`config.mk`:
```
export PLATFORM = sky130hd
export DESIGN_NAME = pl_header_sync
export DESIGN_NICKNAME = d
export VERILOG_FILES = /design/src/rtl/pl_header_sync.sv
export SDC_FILE = /design/constraint.sdc
export NUM_CORES = 1
export LEC_CHECK = 0
export CAP_MARGIN = 20
export CORE_UTILIZATION = 50
export DETAILED_ROUTE_END_ITERATION = 8
export PLACE_DENSITY = 0.73
export RECOVER_POWER = 50
export REMOVE_ABC_BUFFERS = 1
export SYNTH_ARGS = -nofsm -noshare
export SYNTH_HDL_FRONTEND = slang
export SYNTH_SLANG_ARGS = --single-unit
```
`constraint.sdc`:
```
create_clock -name clk -period 8.45 [get_ports clk]
set_input_delay 1.69 -clock clk [delete_from_list [all_inputs] [get_ports clk]]
set_output_delay 1.69 -clock clk [all_outputs]
set_load 0.01 [all_outputs]
```
`src/rtl/pl_header_sync.sv`:
```
// Purpose: finds the 90-symbol PL header by sliding-window mismatch count, then verifies/flywheels at frame spacing.
// Latency: hdr_hit/frame_sync/mism/state/locked update 2 cycles after the valid cycle carrying header symbol 89.
// Backpressure: none; one symbol per cycle, in_valid may toggle freely.
module pl_header_sync #(
    parameter int THRESH     = 6,
    parameter int CONFIRM    = 2,
    parameter int MISS_LIMIT = 3
) (
    input  logic        clk,
    input  logic        rst_n,
    input  logic        in_valid,
    input  logic [2:0]  in_sym,
    input  logic [15:0] frame_len,
    output logic        hdr_hit,
    output logic        frame_sync,
    output logic        locked,
    output logic [6:0]  mism,
    output logic [1:0]  state
);

    localparam int HDR_LEN = 90;
    localparam int CW      = $clog2(CONFIRM + 1);
    localparam int MW      = $clog2(MISS_LIMIT + 1);

    localparam logic [6:0]    THR     = 7'(THRESH);
    localparam logic [CW-1:0] CONF_N  = CW'(CONFIRM);
    localparam logic [MW-1:0] MISS_N  = MW'(MISS_LIMIT);

    // One hex digit per header symbol, symbol 0 in the most significant digit.
    localparam logic [359:0] PAT_HEX =
        360'h0536063505_0636353636_0606360506_0636363635_3636350606_3535363636_0535353606_3536353606_0506350536;

    typedef enum logic [1:0] {
        SEARCH = 2'd0,
        VERIFY = 2'd1,
        LOCK   = 2'd2
    } st_t;

    logic [2:0]    win [HDR_LEN];
    logic [6:0]    fill;
    logic          res_vld;
    logic [6:0]    mism_c;
    logic          hit_c;

    st_t           st, st_n;
    logic [15:0]   cnt, cnt_n;
    logic [15:0]   flen, flen_n;
    logic [CW-1:0] conf, conf_n;
    logic [MW-1:0] miss, miss_n;
    logic          hit_n, fs_n;
    logic [6:0]    mism_n;
    logic [15:0]   flen_s;
    logic          due;

    // Window: win[0] holds the oldest symbol, aligned to header symbol 0.
    always_ff @(posedge clk or negedge rst_n) begin
        if (!rst_n) begin
            for (int i = 0; i < HDR_LEN; i++) win[i] <= '0;
            fill    <= '0;
            res_vld <= 1'b0;
        end else begin
            res_vld <= in_valid && (fill >= 7'(HDR_LEN - 1));
            if (in_valid) begin
                for (int i = 0; i < HDR_LEN - 1; i++) win[i] <= win[i+1];
                win[HDR_LEN-1] <= in_sym;
                if (fill != 7'(HDR_LEN)) fill <= fill + 7'd1;
            end
        end
    end

    always_comb begin
        mism_c = '0;
        for (int i = 0; i < HDR_LEN; i++)
            mism_c = mism_c + {6'd0, (win[i] != PAT_HEX[358-4*i -: 3])};
    end

    assign hit_c  = (mism_c <= THR);
    assign flen_s = (frame_len < 16'(HDR_LEN)) ? 16'(HDR_LEN) : frame_len;
    assign due    = (({1'b0, cnt} + 17'd1) == {1'b0, flen});

    always_comb begin
        st_n   = st;
        cnt_n  = cnt;
        flen_n = flen;
        conf_n = conf;
        miss_n = miss;
        hit_n  = 1'b0;
        fs_n   = 1'b0;
        mism_n = mism;
        if (res_vld) begin
            unique case (st)
                SEARCH: begin
                    mism_n = mism_c;
                    if (hit_c) begin
                        hit_n  = 1'b1;
                        fs_n   = 1'b1;
                        cnt_n  = '0;
                        flen_n = flen_s;
                        conf_n = '0;
                        st_n   = VERIFY;
                    end
                end
                VERIFY: begin
                    if (due) begin
                        mism_n = mism_c;
                        cnt_n  = '0;
                        flen_n = flen_s;
                        if (hit_c) begin
                            hit_n  = 1'b1;
                            fs_n   = 1'b1;
                            conf_n = conf + 1'b1;
                            if (conf + 1'b1 == CONF_N) begin
                                st_n   = LOCK;
                                miss_n = '0;
                            end
                        end else begin
                            st_n = SEARCH;
                        end
                    end else begin
                        cnt_n = cnt + 16'd1;
                    end
                end
                LOCK: begin
                    if (due) begin
                        mism_n = mism_c;
                        cnt_n  = '0;
                        flen_n = flen_s;
                        fs_n   = 1'b1;
                        if (hit_c) begin
                            hit_n  = 1'b1;
                            miss_n = '0;
                        end else begin
                            miss_n = miss + 1'b1;
                            if (miss + 1'b1 == MISS_N) st_n = SEARCH;
                        end
                    end else begin
                        cnt_n = cnt + 16'd1;
                    end
                end
                default: st_n = SEARCH;
            endcase
        end
    end

    always_ff @(posedge clk or negedge rst_n) begin
        if (!rst_n) begin
            st         <= SEARCH;
            cnt        <= '0;
            flen       <= 16'(HDR_LEN);
            conf       <= '0;
            miss       <= '0;
            hdr_hit    <= 1'b0;
            frame_sync <= 1'b0;
            locked     <= 1'b0;
            mism       <= '0;
        end else begin
            st         <= st_n;
            cnt        <= cnt_n;
            flen       <= flen_n;
            conf       <= conf_n;
            miss       <= miss_n;
            hdr_hit    <= hit_n;
            frame_sync <= fs_n;
            locked     <= (st_n == LOCK);
            mism       <= mism_n;
        end
    end

    assign state = st;

endmodule

```
==> metrics.yaml <==
routing:
  wl_um: 29100
  drt-pass1-iter-count: 4
  drt_iter0_markers: 573
  via_count: 9083
  drt-vias-per-instance: 5.48
  post_drt_wl_per_cell_um: 17.5
  ant_nets: 0
  route.detailed.drc: 0
status:
  status: "complete, but fails checks"
  violations: "capacitance limit, slew limit"
final_layout:
  nNetsFinal: 1357
  regArea_mm2: 0.00816
  fill_cells: 2490
  drive_gt1_frac: 0.303
  syn2layout_area_growth_pct: 12.3
  antenna_cells: 0
  multi_input_area_mm2: 0.00755
  final_core_utilization: 0.575
floorplanning:
  die-area_mm2: 0.0332
  die_w_um: 182
  rows: 65
  dieHeight_um: 182
  initial_core_util: 0.512
  core-area_mm2: 0.0317
  io_pins: 34
synthesis:
  syn_area_mm2: 0.0162
  async_reset_ff_frac: 1.00
  netlist-cell-type-count: 78
  ys_seq_area_frac: 0.503
  synth_warnings: 0
  synthFlopType: "dfrtp_1"
  synth_edf_count: 0
  synth_cells: 1195
  synth_seq_cells: 326
  syn_area_per_cell_um2: 13.6
timing:
  period_share: 0.964
  finalClockSkew_ps: 27.9
  worstMarginPinSlew_ps: 5690
  finalCriticalPeriod_ps: 8150
  hold_violations: 0
  finalSetupViolCount: 0
  drv_slew: 235
  fmax_ghz: 0.123
  slew_headroom: -2.79
clocking:
  clock-sinks: 326
  clkTransAtPathRegs_ps: 60
  worstSkewPairLatency_ps: 520
  clock-root-buffer: "clkbuf_16"
  cts.path.max_buffers: 3
  cts_tree: "built"
  cts_inserted_buffers: 36
  cts_max_level: 2
placed_design:
  port_buffers: 33
  dp_hpwl_um: 19800
  place_congestion: 0.838
global_routing:
  antenna_found_initial: 0
  grt_pass1_wl_um: 49900
  grt_usage: 0.187
  grt_max_degree: 166
  grt_pass1_vias: 9727
  grt-ovfl-total: 0
critical_path:
  crit_required_ps: 8850
  crit_type: "reg -> reg"
  worst_ep_arrival_time_ps: 8540
  worstPathMaxFanout: 8
  start_kind: "flop"
  cp-end-kind: "flop"
job:
  max_cap_viol_count: 2
min_path:
  hold_class: "reg -> reg"
## kinds of logic (layout without fill, tap and decap cells)
kind of cell | after synthesis | after routing | share of synthesized area
muxes | 301 | 301 | 0.209
DFF | 326 | 326 | 0.503
adders and majority gates | 107 | 107 | 0.118
and+or+nand+nor | 220 | 220 | 0.0800
xor gates and xnor gates | 30 | 30 | 0.0162
AOI/OAI and AO/OA | 81 | 81 | 0.0384
buffers and inverters | 130 | 191 | 0.0351
## Yosys cell counts, drive strengths merged, types with 2 or more instances
cell type | number | area share
dfstp | 4 | 0.0065
o21a | 2 | 0.00092
clkbuf | 33 | 0.0077
a31oi | 15 | 0.0058
o31ai | 3 | 0.0014
nand3 | 12 | 0.0043
inv | 84 | 0.019
and3b | 6 | 0.0032
a21boi | 3 | 0.0014
a21oi | 9 | 0.0030
nor2 | 38 | 0.0091
fa | 78 | 0.096
a2111o | 3 | 0.0021
o311ai | 2 | 0.0011
mux2 | 290 | 0.20
nor2b | 4 | 0.0015
nor3b | 3 | 0.0014
nand3b | 51 | 0.024
and3 | 4 | 0.0016
dfrtp | 322 | 0.50
a21o | 3 | 0.0014
a2111oi | 3 | 0.0032
mux2i | 11 | 0.0068
o21ai | 11 | 0.0034
buf | 13 | 0.0079
nand2 | 46 | 0.011
or2b | 2 | 0.00092
xor2 | 15 | 0.0081
and2 | 5 | 0.0020
or3 | 10 | 0.0039
nor4 | 6 | 0.0042
o211a | 2 | 0.0012
a22o | 5 | 0.0027
nor3 | 17 | 0.0062
ha | 29 | 0.022
nand2b | 6 | 0.0023
o211ai | 2 | 0.00092
xnor2 | 15 | 0.0081
and4 | 5 | 0.0027
nand4 | 5 | 0.0023
## per-stage QoR
| stage | TNS (ps) | instances | setup slack (ps) | hold WS [ps] | cell area (µm²) |
|---|---|---|---|---|---|
| after floorplan | 0 | 1149 | 283 | 451 | 16000 |
| after global placement | 0 | 1591 | 297 | 465 | 16900 |
| after detailed placement | 0 | 1591 | 83.3 | 480 | 16900 |
| after CTS | 0 | 1657 | 81.2 | 488 | 18200 |
| after global routing | -27.4 | 1658 | -20.9 | 510 | 18200 |
| final | 0 | 1658 | 305 | 484 | 18200 |
## state kept, by name, summed over array words and instances (netlist names)
| name | flops |
|---|---|
| cnt | 16 |
| conf | 2 |
| fill | 7 |
| flen | 16 |
| frame_sync | 1 |
| hdr_hit | 1 |
| locked | 1 |
| mism | 7 |
| miss | 2 |
| res_vld | 1 |
| state | 2 |
| win | 270 |
## cells in the final DEF (no fill, tap or decap), types with 10 or more instances in the layout
master           instances
dfrtp_1                322
mux2_2                 284
inv_1                   84
fa_1                    78
nand3b_1                51
nand2_1                 44
clkbuf_16               38
nor2_1                  36
clkdlybuf4s50_1         31
ha_1                    29
nor3_1                  15
xor2_1                  15
a31oi_1                 15
xnor2_1                 15
mux2i_1                 11
clkbuf_1                11
or3_1                   10
nand3_1                 10
o21ai_0                 10
clkbuf_8                10
## critical path, cell delays in order (launching register included)
cell and delay (ps):
dfrtp_1 410, and3b_1 210, fa_1 550, inv_1 60, fa_1 510, inv_1 60
fa_1 540, inv_1 50, fa_1 390, inv_1 100, fa_1 410, inv_1 100
fa_1 450, fa_1 550, fa_1 560, inv_1 60, fa_1 600, inv_1 60
ha_1 280, a21o_1 180, a21o_1 220, and4_1 250, a2111oi_4 390, buf_4 200
nand2_1 80, buf_4 190, a211oi_2 230, mux2_2 370
## area by class of cell
type,instances,share of cell area
flip-flops and latches,326,0.448
well taps,402,0.0276
clock buffers,58,0.0617
repair buffers,41,0.0238
inverters,84,0.0173
multi-input cells,739,0.414
clock inverters,8,0.00830
## metal layers
metal / vias up / share of wire / GRT usage
met2: 125 / 0.48 / 0.300
li1: 4221 / - / -
met5: - / 0 / 0
met1: 4687 / 0.46 / 0.261
met3: 50 / 0.035 / 0.0299
met4: 0 / 0.024 / 0.0575
## final timing paths
check	startpoint	endpoint	slack, ps	cells past startpoint
setup / recovery	win[181]	conf[0]	300	27
hold / removal	flen[6]	flen[6]	480	2
setup reg to reg	win[181]	conf[0]	300	27
hold reg to reg	flen[6]	flen[6]	480	2
max in group asynchronous	rst_n	win[246]	1700	1
min in group asynchronous	rst_n	win[129]	3520	1
## repair_timing
action / 4_1_cts / 5_1_grt
hold buffers: 0 / 0
endpoints found under the setup margin: 0 / 33
setup buffers: 0 / 1
gates resized for setup: 0 / 8
Power is left out: the tool's default activity adds up to more than one toggle a clock period on the data nets, which glitch-free logic cannot reach.
